## config.mk

```make
export PLATFORM = sky130hd
export DESIGN_NAME = vga_draw_requester
export DESIGN_NICKNAME = d
export VERILOG_FILES = /design/src/rtl/vga_draw_requester.sv
export SDC_FILE = /design/constraint.sdc
export NUM_CORES = 1
export LEC_CHECK = 0
export BUFFER_PORTS_ARGS = -buffer_cell sky130_fd_sc_hd__buf_2
export CAP_MARGIN = 20
export CELL_PAD_IN_SITES_DETAIL_PLACEMENT = 0
export CELL_PAD_IN_SITES_GLOBAL_PLACEMENT = 1
export CORE_MARGIN = 5
export CORE_UTILIZATION = 25
export DETAILED_ROUTE_END_ITERATION = 12
export PLACE_DENSITY_LB_ADDON = 0.1
export SLEW_MARGIN = 20
export SYNTH_ARGS = -nofsm -noshare
export SYNTH_HDL_FRONTEND = slang
export SYNTH_SLANG_ARGS = --single-unit
export TNS_END_PERCENT = 20
```

## constraint.sdc

```tcl
create_clock -name CLOCK_50 -period 3 [get_ports CLOCK_50]
set_input_delay 0.3 -clock CLOCK_50 [delete_from_list [all_inputs] [get_ports CLOCK_50]]
set_output_delay 0.3 -clock CLOCK_50 [all_outputs]
set_load 0.01 [all_outputs]
```

## src/rtl/vga_draw_requester.sv

```systemverilog
// vga_draw_requester
//
// Keeps a 12x12 grid of step bits and turns each "toggle" request into one
// block draw on the display side. Requests are queued in a small FIFO, so
// bursts of toggles can arrive while the display is still busy. Each popped
// request inverts its bit and issues a one-cycle draw_enable with the block
// position and new colour.
//
// Parameters
//   X0, Y0      grid origin in pixels
//   PITCH       cell-to-cell spacing in pixels
//   FIFO_DEPTH  toggle queue depth (power of 2, at least 2)
//
// Ports
//   CLOCK_50     sole clock, rising edge
//   nReset       asynchronous active-low reset
//   toggle       one-cycle request to invert cell (cell_row, cell_col)
//   cell_row     target row, 0..11
//   cell_col     target column, 0..11
//   rd_row       combinational read row select
//   drawing      display busy flag
//   draw_enable  one-cycle draw start pulse
//   X, Y         block top-left position
//   state        block colour: 1 = on/white, 0 = off/blue
//   rd_bits      step bits of row rd_row (bit c = column c), 0 for rows > 11
//   busy         FSM not idle or FIFO not empty
//   overflow     sticky: an in-range toggle was dropped on a full FIFO
module vga_draw_requester #(
    parameter logic [9:0]  X0         = 10'd214,
    parameter logic [8:0]  Y0         = 9'd32,
    parameter int unsigned PITCH      = 33,
    parameter int unsigned FIFO_DEPTH = 4
) (
    input  logic        CLOCK_50,
    input  logic        nReset,
    input  logic        toggle,
    input  logic [3:0]  cell_row,
    input  logic [3:0]  cell_col,
    input  logic [3:0]  rd_row,
    input  logic        drawing,
    output logic        draw_enable,
    output logic [9:0]  X,
    output logic [8:0]  Y,
    output logic        state,
    output logic [11:0] rd_bits,
    output logic        busy,
    output logic        overflow
);

    localparam int unsigned GRID = 12;
    localparam int unsigned AW   = $clog2(FIFO_DEPTH);
    localparam logic [AW:0] FullCount = (AW + 1)'(FIFO_DEPTH);
    // WAIT_HI lasts this many + 1 cycles before the pulse is repeated
    localparam logic [3:0]  WaitHiLast = 4'd15;

    typedef enum logic [2:0] {
        StWaitInit,
        StIdle,
        StIssue,
        StWaitHi,
        StWaitLo,
        StGap
    } fsm_e;

    fsm_e          fsm_q;
    logic          seen_hi_q;
    logic [3:0]    wait_cnt_q;
    logic [11:0]   bits_q [GRID];

    logic [7:0]    fifo_mem [FIFO_DEPTH];
    logic [AW-1:0] wr_idx_q;
    logic [AW-1:0] rd_idx_q;
    logic [AW:0]   count_q;

    logic          in_range;
    logic          fifo_empty;
    logic          fifo_full;
    logic          push;
    logic          pop;
    logic [3:0]    head_row;
    logic [3:0]    head_col;
    logic [9:0]    col_pitch;
    logic [9:0]    row_pitch;

    // ------------------------------------------------------------------
    // Request queue
    // ------------------------------------------------------------------
    assign in_range   = (cell_row < 4'd12) && (cell_col < 4'd12);
    assign fifo_empty = (count_q == '0);
    assign fifo_full  = (count_q == FullCount);
    assign pop        = (fsm_q == StIdle) && !fifo_empty;
    // A pop in the same cycle frees a slot, so a full FIFO can still accept
    assign push       = toggle && in_range && (!fifo_full || pop);

    always_ff @(posedge CLOCK_50 or negedge nReset) begin
        if (!nReset) begin
            wr_idx_q <= '0;
            rd_idx_q <= '0;
            count_q  <= '0;
            overflow <= 1'b0;
        end else begin
            if (push) begin
                wr_idx_q <= wr_idx_q + 1'b1;
            end
            if (pop) begin
                rd_idx_q <= rd_idx_q + 1'b1;
            end
            if (push && !pop) begin
                count_q <= count_q + 1'b1;
            end else if (pop && !push) begin
                count_q <= count_q - 1'b1;
            end
            if (toggle && in_range && fifo_full && !pop) begin
                overflow <= 1'b1;
            end
        end
    end

    // Queue payload needs no reset; occupancy is tracked by count_q
    always_ff @(posedge CLOCK_50) begin
        if (push) begin
            fifo_mem[wr_idx_q] <= {cell_row, cell_col};
        end
    end

    assign {head_row, head_col} = fifo_mem[rd_idx_q];

    // Products kept 10 bits wide so 11 * PITCH cannot truncate
    assign col_pitch = 10'(head_col) * 10'(PITCH);
    assign row_pitch = 10'(head_row) * 10'(PITCH);

    // ------------------------------------------------------------------
    // Status and read port
    // ------------------------------------------------------------------
    assign busy = (fsm_q != StIdle) || !fifo_empty;

    always_comb begin
        rd_bits = '0;
        if (rd_row < 4'd12) begin
            rd_bits = bits_q[rd_row];
        end
    end

    // ------------------------------------------------------------------
    // Draw sequencer
    // ------------------------------------------------------------------
    always_ff @(posedge CLOCK_50 or negedge nReset) begin
        if (!nReset) begin
            fsm_q       <= StWaitInit;
            seen_hi_q   <= 1'b0;
            wait_cnt_q  <= '0;
            draw_enable <= 1'b0;
            X           <= X0;
            Y           <= Y0;
            state       <= 1'b0;
            for (int r = 0; r < GRID; r++) begin
                bits_q[r] <= '0;
            end
        end else begin
            // draw_enable is set only on entry to StIssue, so it is high
            // for exactly the StIssue cycle
            draw_enable <= 1'b0;
            unique case (fsm_q)
                StWaitInit: begin
                    // The display wipes the grid after power-up; wait for
                    // that draw to start and finish before issuing our own
                    if (drawing) begin
                        seen_hi_q <= 1'b1;
                    end else if (seen_hi_q) begin
                        fsm_q <= StIdle;
                    end
                end
                StIdle: begin
                    if (pop) begin
                        bits_q[head_row][head_col] <= ~bits_q[head_row][head_col];
                        state       <= ~bits_q[head_row][head_col];
                        X           <= X0 + col_pitch;
                        Y           <= 9'(10'(Y0) + row_pitch);
                        draw_enable <= 1'b1;
                        fsm_q       <= StIssue;
                    end
                end
                StIssue: begin
                    wait_cnt_q <= '0;
                    fsm_q      <= StWaitHi;
                end
                StWaitHi: begin
                    if (drawing) begin
                        fsm_q <= StWaitLo;
                    end else if (wait_cnt_q == WaitHiLast) begin
                        // Display missed the pulse: repeat it, same X/Y/state
                        draw_enable <= 1'b1;
                        fsm_q       <= StIssue;
                    end else begin
                        wait_cnt_q <= wait_cnt_q + 4'd1;
                    end
                end
                StWaitLo: begin
                    if (!drawing) begin
                        fsm_q <= StGap;
                    end
                end
                StGap: begin
                    // Lets the display settle into idle before the next pulse
                    fsm_q <= StIdle;
                end
                default: begin
                    fsm_q <= StWaitInit;
                end
            endcase
        end
    end

endmodule

```

==> qor.txt, run 1 <==
Outcome: finished with violations
Violated checks: setup timing
First-pass GRT wire length: 61800 um
Remaining DRCs: 0
Register area share after synthesis: 47.9%
Max cap viols: 0
Global route overflow: 0
Slew margin rel.: 46.9%
Clock Latency Late Sink: 0.56 ns
Post-Route WL: 41500 um
Crit-path most repeated cell: buf_12
Number of global-route vias before repair: 9048
Worst-path clk slew: 0.06 ns
Tot Pwr: 16.5 mW
Cell Pwr Density: 1130 nW/um^2
Synth top area cells: dfrtp_1 38%, mux4_2 9.8%, o31ai_1 9.0%
Static Leak: 6.07 nW
Largest net degree at the start of global routing: 83
Row count: 78
Peak VDD IR: 0.000424 V
DIE WIDTH: 224 um
Starting Density: 25.3%
Syn Area/Cell: 11.0 um^2
Share of the synthesized area in the top cell type: 38.1%
Setup crit end kind: flip-flop
Ant. Diodes: 0
Bufs on Longest Clock Path: 3
Max incr delay on CP: 0.70 ns
Die footprint: 50100 um^2
Crit path kind: reg2reg
# H-tree levels: 1
Max-slew violation count: 0
Final ANT Viol Nets: 0
Post-synthesis register bit count: 212
Buf/Inv on CP: 5
Worst hold margin: 0.0795 ns
Critical Path RT: 3.41 ns
Vias/cell: 5.02
Clk_skew: 0.0205 ns
Area Overhead vs Synth: 28.0%
Die height: 224 um
HPWL after detailed placement: 27100 um
R2r setup slk: -0.29 ns
Synth Cell Area: 11400 um^2
Initial antenna violation count: 0
CORE AREA: 45300 um^2
Startpoint Class: flip-flop
Top_reg_cell synth: dfrtp_1
Hold Crit Class: in2reg
Total CTS buffers: 27
Clock Sinks: 212
CTS tree: built
RSZ-0062 raised after global routing: yes
Slowest CP cell: mux4_4
Initial drt markers: 491
WL met1: 20000 um
Final min period: 3.29 ns
Largest area contributor in the netlist: dfrtp_1
Final hold vios: 0
Yosys cell types: 57
Top sig layer: met4
Placer congestion estimate: 0.776
Layout cells sized above 1: 27.5%
Ys async rst share: 84.9%
Via count: 8925
Least-Margin Pin Slew: 0.796 ns
Met2 WL post-DR: 19500 um
CP cell instances: mux4_4 > buf_12 > buf_12 > buf_6 > mux2i_1 > mux2i_1 > o211ai_1 > a311oi_2 > o211ai_2 > nand3_4 > buf_12 > clkbuf_16 > o31ai_1
Fmax: 304 MHz
Clock root cell: clkbuf_16
Ports: 51
Post-synth EDFFs: 32
Yosys warnings: 0
Final setup fails: 145
Syn_nets: 1081
Final setup margin: -0.294 ns
Met3 WL: 1400 um
CP arrival: 3.71 ns
Crit Path Max Fanout: 14
Cell count after synthesis: 1043
Nets: 1195
PortBufs: 49
Routed length per instance: 23.4 um
CP top delay family: multiplexers
DR pass1 iterations: 5
Post-route clock period utilization: 110%
GRT Overall Usage: 16.1%
==> power breakdown <==
| part | leakage (nW) | internal (mW) | total [mW] | switching, mW |
|---|---|---|---|---|
| Combinational | 2.96 | 3.88 | 8.91 | 5.03 |
| Sequential | 2.72 | 3.79 | 4.44 | 0.657 |
| Clock | 0.396 | 1.80 | 3.12 | 1.33 |
==> cells in the mapped netlist (4+ instances only) <==
library cell	n
buf_2	22
mux2i_1	70
xnor2_1	6
buf_1	7
inv_1	12
o211ai_1	4
edfxtp_1	32
dfstp_2	6
a21oi_1	7
nor2_1	16
a22oi_1	5
ha_1	20
xor2_1	4
mux2_2	9
nand4_1	4
and2_1	6
o21ai_0	176
nand2_1	109
dfrtp_1	174
o31ai_1	137
clkbuf_1	60
buf_4	10
nor2b_1	7
nand3_1	40
mux4_2	50
==> sequential cells by signal, indices dropped and copies added (netlist names) <==
name,cells
fifo_mem,32
bits_q,144
count_q,3
fsm_q,3
overflow,1
state,1
wait_cnt_q,4
rd_idx_q,2
Y,8
seen_hi_q,1
draw_enable,1
X,10
wr_idx_q,2
==> timing repair <==
action / CTS / global route
pin swaps: 6 / 7
setup endpoints to repair: 146 / 147
gates cloned: 3 / 4
buffers inserted: 11 / 2
hold buffers: 9 / 0
resized for setup: 18 / 50
endpoints found under the hold margin: 111 / 0
==> worst paths after layout <==
kind | startpoint | end | cells past startpoint
worst max register to register | rd_idx_q[0] | bits_q[104] | 13
worst min-delay path | toggle | overflow | 3
worst max-delay path | rd_idx_q[0] | bits_q[104] | 13
worst min register to register | seen_hi_q | seen_hi_q | 1
min in group asynchronous | nReset | bits_q[87] | 2
max in group asynchronous | nReset | Y[5] | 3
==> placed cells by master, fill, tap and decap left out, types with 4 or more instances in the layout <==
cell type / count
nand4_1: 4
nand3_1: 40
nor2b_1: 6
buf_4: 87
edfxtp_1: 32
xnor2_1: 6
dfrtp_1: 174
mux2_2: 8
dfstp_2: 6
o31ai_2: 22
buf_2: 48
a21oi_1: 5
o31ai_1: 111
clkbuf_1: 11
nand2_1: 109
buf_16: 5
inv_1: 10
xor2_1: 4
mux2i_1: 70
and2_1: 6
o31ai_4: 4
dlygate4sd3_1: 9
nor2_1: 15
buf_6: 4
ha_1: 18
buf_12: 23
mux4_2: 49
o211ai_1: 4
clkbuf_16: 31
o21ai_0: 173
==> per-layer routing <==
layer / global-route usage [%] / vias up
met5: 0 / -
met4: 2.79 / 0
met3: 2.33 / 40
met2: 26.2 / 153
met1: 23.3 / 4532
li1: - / 4200
==> cell families (layout without fill, tap and decap cells) <==
family | after synthesis | count (layout) | share of synthesized area [%]
adders and majority gates | 22 | 22 | 2.54
DFF | 212 | 212 | 47.9
and+or+nand+nor | 198 | 198 | 7.77
AOI/OAI and AO/OA | 357 | 357 | 19.7
buffers and inverters | 112 | 246 | 4.25
muxes | 131 | 131 | 17.1
xor gates and xnor gates | 10 | 10 | 0.766
other | 1 | 1 | 0.0328
==> per-stage QoR <==
step                      area [um^2]  utilization (%)  std cells  TNS [ns]  setup slack [ns]
after floorplan                 11400                -       1043         0            0.0984
after global placement          13100             28.9       1699    -61.57            -0.466
after detailed placement        13100             28.9       1699    -65.08            -0.496
after CTS                       14300             31.6       1771    -30.93            -0.254
after global routing            14600             32.3       1777    -48.65            -0.380
final                           14600             32.3       1777    -36.15            -0.294
==> worst register-to-register path, cell delays in order (launching register included) <==
cell       delay [ns]
dfrtp_1          0.40
mux4_4           0.70
buf_12           0.18
buf_12           0.16
buf_6            0.16
mux2i_1          0.12
mux2i_1          0.16
o211ai_1         0.11
a311oi_2         0.38
o211ai_2         0.18
nand3_4          0.12
buf_12           0.20
clkbuf_16        0.21
o31ai_1          0.08
==> cell type report <==
cell class / count / area, um^2
fillers: 4677 / 30700
multi-input cells: 719 / 5750
repair buffers: 184 / 1790
inverters: 13 / 52.6
flip-flops and latches: 212 / 5470
clock buffers: 40 / 744
well taps: 600 / 751
clock inverters: 9 / 76.3
(Power assumes the default switching activity.)
==> inputs of run 2 (changes only) <==
Settings changed: CTS_BUF_LIST set to sky130_fd_sc_hd__clkbuf_16.
==> qor.txt, run 2 (synthesized netlist as in run 1, its figures left out) <==
Worst-path clk slew: 0.06 ns
HPWL after detailed placement: 27100 um
Final setup fails: 145
Worst hold stages: 3
# H-tree levels: 1
Worst hold margin: 0.0697 ns
Critical Path RT: 3.41 ns
Final hold vios: 0
Outcome: finished with violations
Total net switching power: 7.36 mW
Via count: 9033
Placer congestion estimate: 0.776
Ports: 51
Sw Share: 42.9%
CTS tree: built
Post-route clock period utilization: 111%
Post-Route WL: 42100 um
Max-slew violation count: 0
Clk pwr share: 17.7%
Clock root cell: clkbuf_16
Ant. Diodes: 0
Starting Density: 25.3%
Initial antenna violation count: 0
Final setup margin: -0.316 ns
Crit path kind: reg2reg
First-pass GRT wire length: 61800 um
Final Cell Area: 14900 um^2
Commonest non-fill, non-tap cell in the layout: dfrtp_1
Placed Cells incl. Taps: 1699
Sequential power share: 25.9%
Global route overflow: 0
Startpoint Class: flip-flop
Final min period: 3.32 ns
Tot Pwr: 17.1 mW
PortBufs: 49
Routed length per instance: 23.6 um
Peak VDD IR: 0.000427 V
Die height: 224 um
Register bank with the most flops: bits_q
Remaining DRCs: 0
R2R depth: 13
Cell Pwr Density: 1150 nW/um^2
Violated checks: setup timing
CORE AREA: 45300 um^2
P_int: 9.78 mW
CP arrival: 3.73 ns
Slew margin rel.: 46.8%
Fmax: 302 MHz
Die footprint: 50100 um^2
Most frequent cells in the layout: 174 x dfrtp_1, 173 x o21ai_0, 109 x nand2_1
Final ANT Viol Nets: 0
Biggest regs: bits_q x144, fifo_mem x32, X x10
GRT Overall Usage: 16.1%
DR pass1 iterations: 4
Non-Filler Instances: 1783
DIE WIDTH: 224 um
Layout cells sized above 1: 30.3%
Max cap viols: 0
Util after Layout: 32.9%
RSZ-0062 raised after global routing: yes
Bufs on Longest Clock Path: 3
Total CTS buffers: 27
Setup crit end kind: flip-flop
Max reg flops: 144
Clock Latency Late Sink: 0.56 ns
Clk_skew: 0.0205 ns
Nets: 1201
Number of global-route vias before repair: 9052
Area Overhead vs Synth: 30.5%
Hold Crit Class: in2reg
Clock Sinks: 212
Row count: 78
Crit Path Max Fanout: 9
Largest net degree at the start of global routing: 83
Static Leak: 6.22 nW
Initial drt markers: 530
Vias/cell: 5.07
Least-Margin Pin Slew: 0.797 ns
DP Area: 13100 um^2
Share of total power in combinational logic: 56.4%
[run 2: cell types whose count changed in the layout (fill, tap and decap cells not counted), moves of 3 or more]
| cell | previous run | this run |
|---|---|---|
| clkbuf_16 | 31 | 35 |
| buf_6 | 4 | 8 |
| o31ai_2 | 22 | 48 |
| o31ai_4 | 4 | 7 |
| clkbuf_1 | 11 | 0 |
| o31ai_1 | 111 | 82 |
| inv_1 | 10 | 21 |
[run 2: cell type report]
cell class,instances,area [um^2]
clock inverter,22,125
fill,4671,30400
tap,600,751
multi-input combinational,719,5930
inverter,13,52.6
timing repair buffer,190,1920
clock buffer,27,676
sequential,212,5470
[run 2: routing by layer]
layer / vias to the layer above / GRT usage (%) / wire length, um / part of all wire, %
met5: - / 0 / 0 / 0
met4: 0 / 2.79 / 687 / 1.6
met3: 41 / 2.33 / 1380 / 3.3
met2: 166 / 26.2 / 19700 / 47
met1: 4610 / 23.3 / 20300 / 48
li1: 4216 / - / - / -
[run 2: power groups by stage]
stage | combinational, mW | clock, mW | sequential, mW
6_report | 9.66 | 3.04 | 4.44
5_1_grt | 10.4 | 3.24 | 4.56
4_1_cts | 8.31 | 3.14 | 4.44
3_5_place_dp | 7.49 | 0 | 4.48
3_3_place_gp | 7.46 | 0 | 4.50
2_1_floorplan | 4.36 | 0 | 4.28
[run 2: stage by stage]
step	setup TNS, ns	worst slack (ns)
final	-38.11	-0.316
after global routing	-51.92	-0.402
after CTS	-30.98	-0.253
after detailed placement	-65.08	-0.496
after global placement	-61.57	-0.466
after floorplan	0	0.0984
[run 2: worst paths after layout]
kind,startpoint,endpoint,slack (ns)
min in group asynchronous,nReset,bits_q[87],0.39
worst min register to register,seen_hi_q,seen_hi_q,0.47
max in group asynchronous,nReset,Y[5],1.71
worst max-delay path,rd_idx_q[0],bits_q[117],-0.32
worst max register to register,rd_idx_q[0],bits_q[117],-0.32
worst min-delay path,toggle,overflow,0.07
[run 2: repair_timing]
item                                   4_1_cts  5_1_grt
gates cloned                                 3       10
setup endpoints to repair                  146      147
hold buffers                                 9        0
buffers inserted                            11        2
endpoints found under the hold margin      111        0
pin swaps                                    6        9
resized for setup                           18       85
[run 2: worst max-delay path, cell delays in order (launching register included)]
cell       delay (ns)
dfrtp_1          0.40
mux4_4           0.70
buf_12           0.18
buf_6            0.12
buf_6            0.12
nor2b_4          0.10
a211oi_2         0.05
o311a_1          0.37
a311oi_2         0.37
o211ai_2         0.17
nand3_4          0.13
buf_12           0.20
clkbuf_16        0.18
o31ai_1          0.08
==> inputs of run 3 (changes only) <==
Settings changed: SETUP_SLACK_MARGIN set to 0.4.
==> qor.txt, run 3 (synthesized netlist as in run 1, its figures left out) <==
Hold Crit Class: in2reg
Non-Filler Instances: 1768
Routed length per instance: 22.4 um
CP cell instances: mux4_4 > buf_12 > buf_12 > mux4_2 > a22oi_1 > a21oi_1 > o211ai_2 > nand3_4 > buf_12 > buf_16 > o31ai_1
Peak VDD IR: 0.000597 V
Clk pwr share: 21.2%
Clk_skew: 0.0105 ns
Final ANT Viol Nets: 0
GRT Overall Usage: 15.7%
GR peak layer: met2
HPWL after detailed placement: 26900 um
Crit path kind: reg2reg
Critical Path RT: 3.46 ns
Max incr delay on CP: 0.67 ns
Met1 usage: 23.1%
CTS tree: built
Area Overhead vs Synth: 25.6%
CP arrival: 3.67 ns
Bufs on Longest Clock Path: 3
Max cap viols: 0
Buf/Inv on CP: 4
Outcome: finished with violations
Setup_tns: -23.96 ns
CORE AREA: 45300 um^2
Layout cells sized above 1: 26.4%
Final hold vios: 0
Placed Cells incl. Taps: 1701
Tot Pwr: 15.7 mW
Global route overflow: 0
Placer congestion estimate: 0.788
Startpoint Class: flip-flop
Number of global-route vias before repair: 8919
First-pass GRT wire length: 60500 um
DR pass1 iterations: 4
P_int: 9.00 mW
Total CTS buffers: 29
Sw Share: 42.7%
PortBufs: 49
Commonest non-fill, non-tap cell in the layout: dfrtp_1
Crit-path most repeated cell: buf_12
Share of total power in combinational logic: 50.6%
Worst hold margin: 0.0261 ns
Remaining DRCs: 0
CP top delay family: multiplexers
Util after Layout: 31.7%
Nets: 1183
Final setup margin: -0.210 ns
Via count: 8820
Post-Route WL: 39600 um
Slowest CP cell: mux4_4
Static Leak: 6.02 nW
Sequential power share: 28.1%
DIE WIDTH: 224 um
Ports: 51
Total net switching power: 6.69 mW
Least-Margin Pin Slew: 0.682 ns
Fmax: 312 MHz
Cell Pwr Density: 1090 nW/um^2
Ant. Diodes: 0
Max reg flops: 144
Vias/cell: 4.99
Slew margin rel.: 54.4%
Post-route clock period utilization: 107%
Register bank with the most flops: bits_q
Violated checks: setup timing
Starting Density: 25.3%
Clock Latency Late Sink: 0.56 ns
Initial drt markers: 514
RSZ-0062 raised after global routing: yes
Die footprint: 50100 um^2
FILL cells: 4638
Clock root cell: clkbuf_16
Initial antenna violation count: 0
Clock Sinks: 212
Row count: 78
Die height: 224 um
Max-slew violation count: 0
Most frequent cells in the layout: 174 x dfrtp_1, 169 x o21ai_0, 111 x o31ai_1
Biggest regs: bits_q x144, fifo_mem x32, X x10
Setup crit end kind: flip-flop
Final min period: 3.21 ns
Worst-path clk slew: 0.05 ns
Final setup fails: 145
Met2 track demand over resource: 24.9%
Crit Path Max Fanout: 25
Largest net degree at the start of global routing: 69
# H-tree levels: 1
M3 GR Usage: 2.28%
==> run 3: cell types whose count changed in the layout (fill, tap and decap cells not counted), moves of 4 or more <==
| cell | delta |
|---|---|
| clkbuf_16 | -6 |
| o31ai_2 | -22 |
| o31ai_4 | -7 |
| buf_6 | -7 |
| o31ai_1 | +29 |
| o21ai_1 | +5 |
| o21ai_0 | -4 |
==> run 3: power groups by stage <==
stage / Combinational (mW) / Sequential [mW] / Clock (mW)
CTS: 7.92 / 4.43 / 3.45
floorplan: 4.56 / 4.28 / 0
global placement: 7.54 / 4.48 / 0
global route: 8.68 / 4.54 / 3.57
finish: 7.94 / 4.42 / 3.33
detailed placement: 7.55 / 4.46 / 0
==> run 3: tightest hold or removal path, cell delays in order <==
cell and delay [ns]:
buf_2 0.09, nand2_1 0.08, o21bai_1 0.07
==> run 3: final timing paths <==
path	cells after the start	slack (ns)	endpoint	from
max in group asynchronous	3	1.81	bits_q[102]	nReset
min reg2reg	1	0.47	seen_hi_q	seen_hi_q
min	3	0.03	overflow	toggle
max	11	-0.21	bits_q[103]	rd_idx_q[0]
max reg2reg	11	-0.21	bits_q[103]	rd_idx_q[0]
min in group asynchronous	2	0.34	bits_q[91]	nReset
==> run 3: timing repair <==
item | in CTS | in global routing
cloned | 1 | 0
pin swaps | 2 | 1
buffers inserted | 2 | 1
resized for setup | 15 | 31
hold endpoints to repair | 96 | 0
endpoints found under the setup margin | 148 | 149
hold buffers | 9 | 0
==> run 3: per-layer routing <==
layer,part of all wire [%],wire length [um]
met1,49,19600
met2,45,18000
met3,3.6,1440
met4,1.5,576
met5,0,0
==> run 3: stage by stage <==
step | cell area [um^2] | worst slack (ns)
after floorplan | 11500 | 0.325
after global placement | 13100 | -0.287
after detailed placement | 13100 | -0.320
after CTS | 14200 | -0.269
after global routing | 14400 | -0.351
final | 14400 | -0.210
==> run 3: area by class of cell <==
class                           count  area (um^2)  area share [%]
Clock buffer                       29          726            5.05
Clock inverter                     25          184            1.28
Inverter                           13         51.3           0.357
Multi-Input combinational cell    719         5680            39.5
Sequential cell                   212         5470            38.1
Tap cell                          600          751            5.23
Timing Repair Buffer              170         1500            10.4
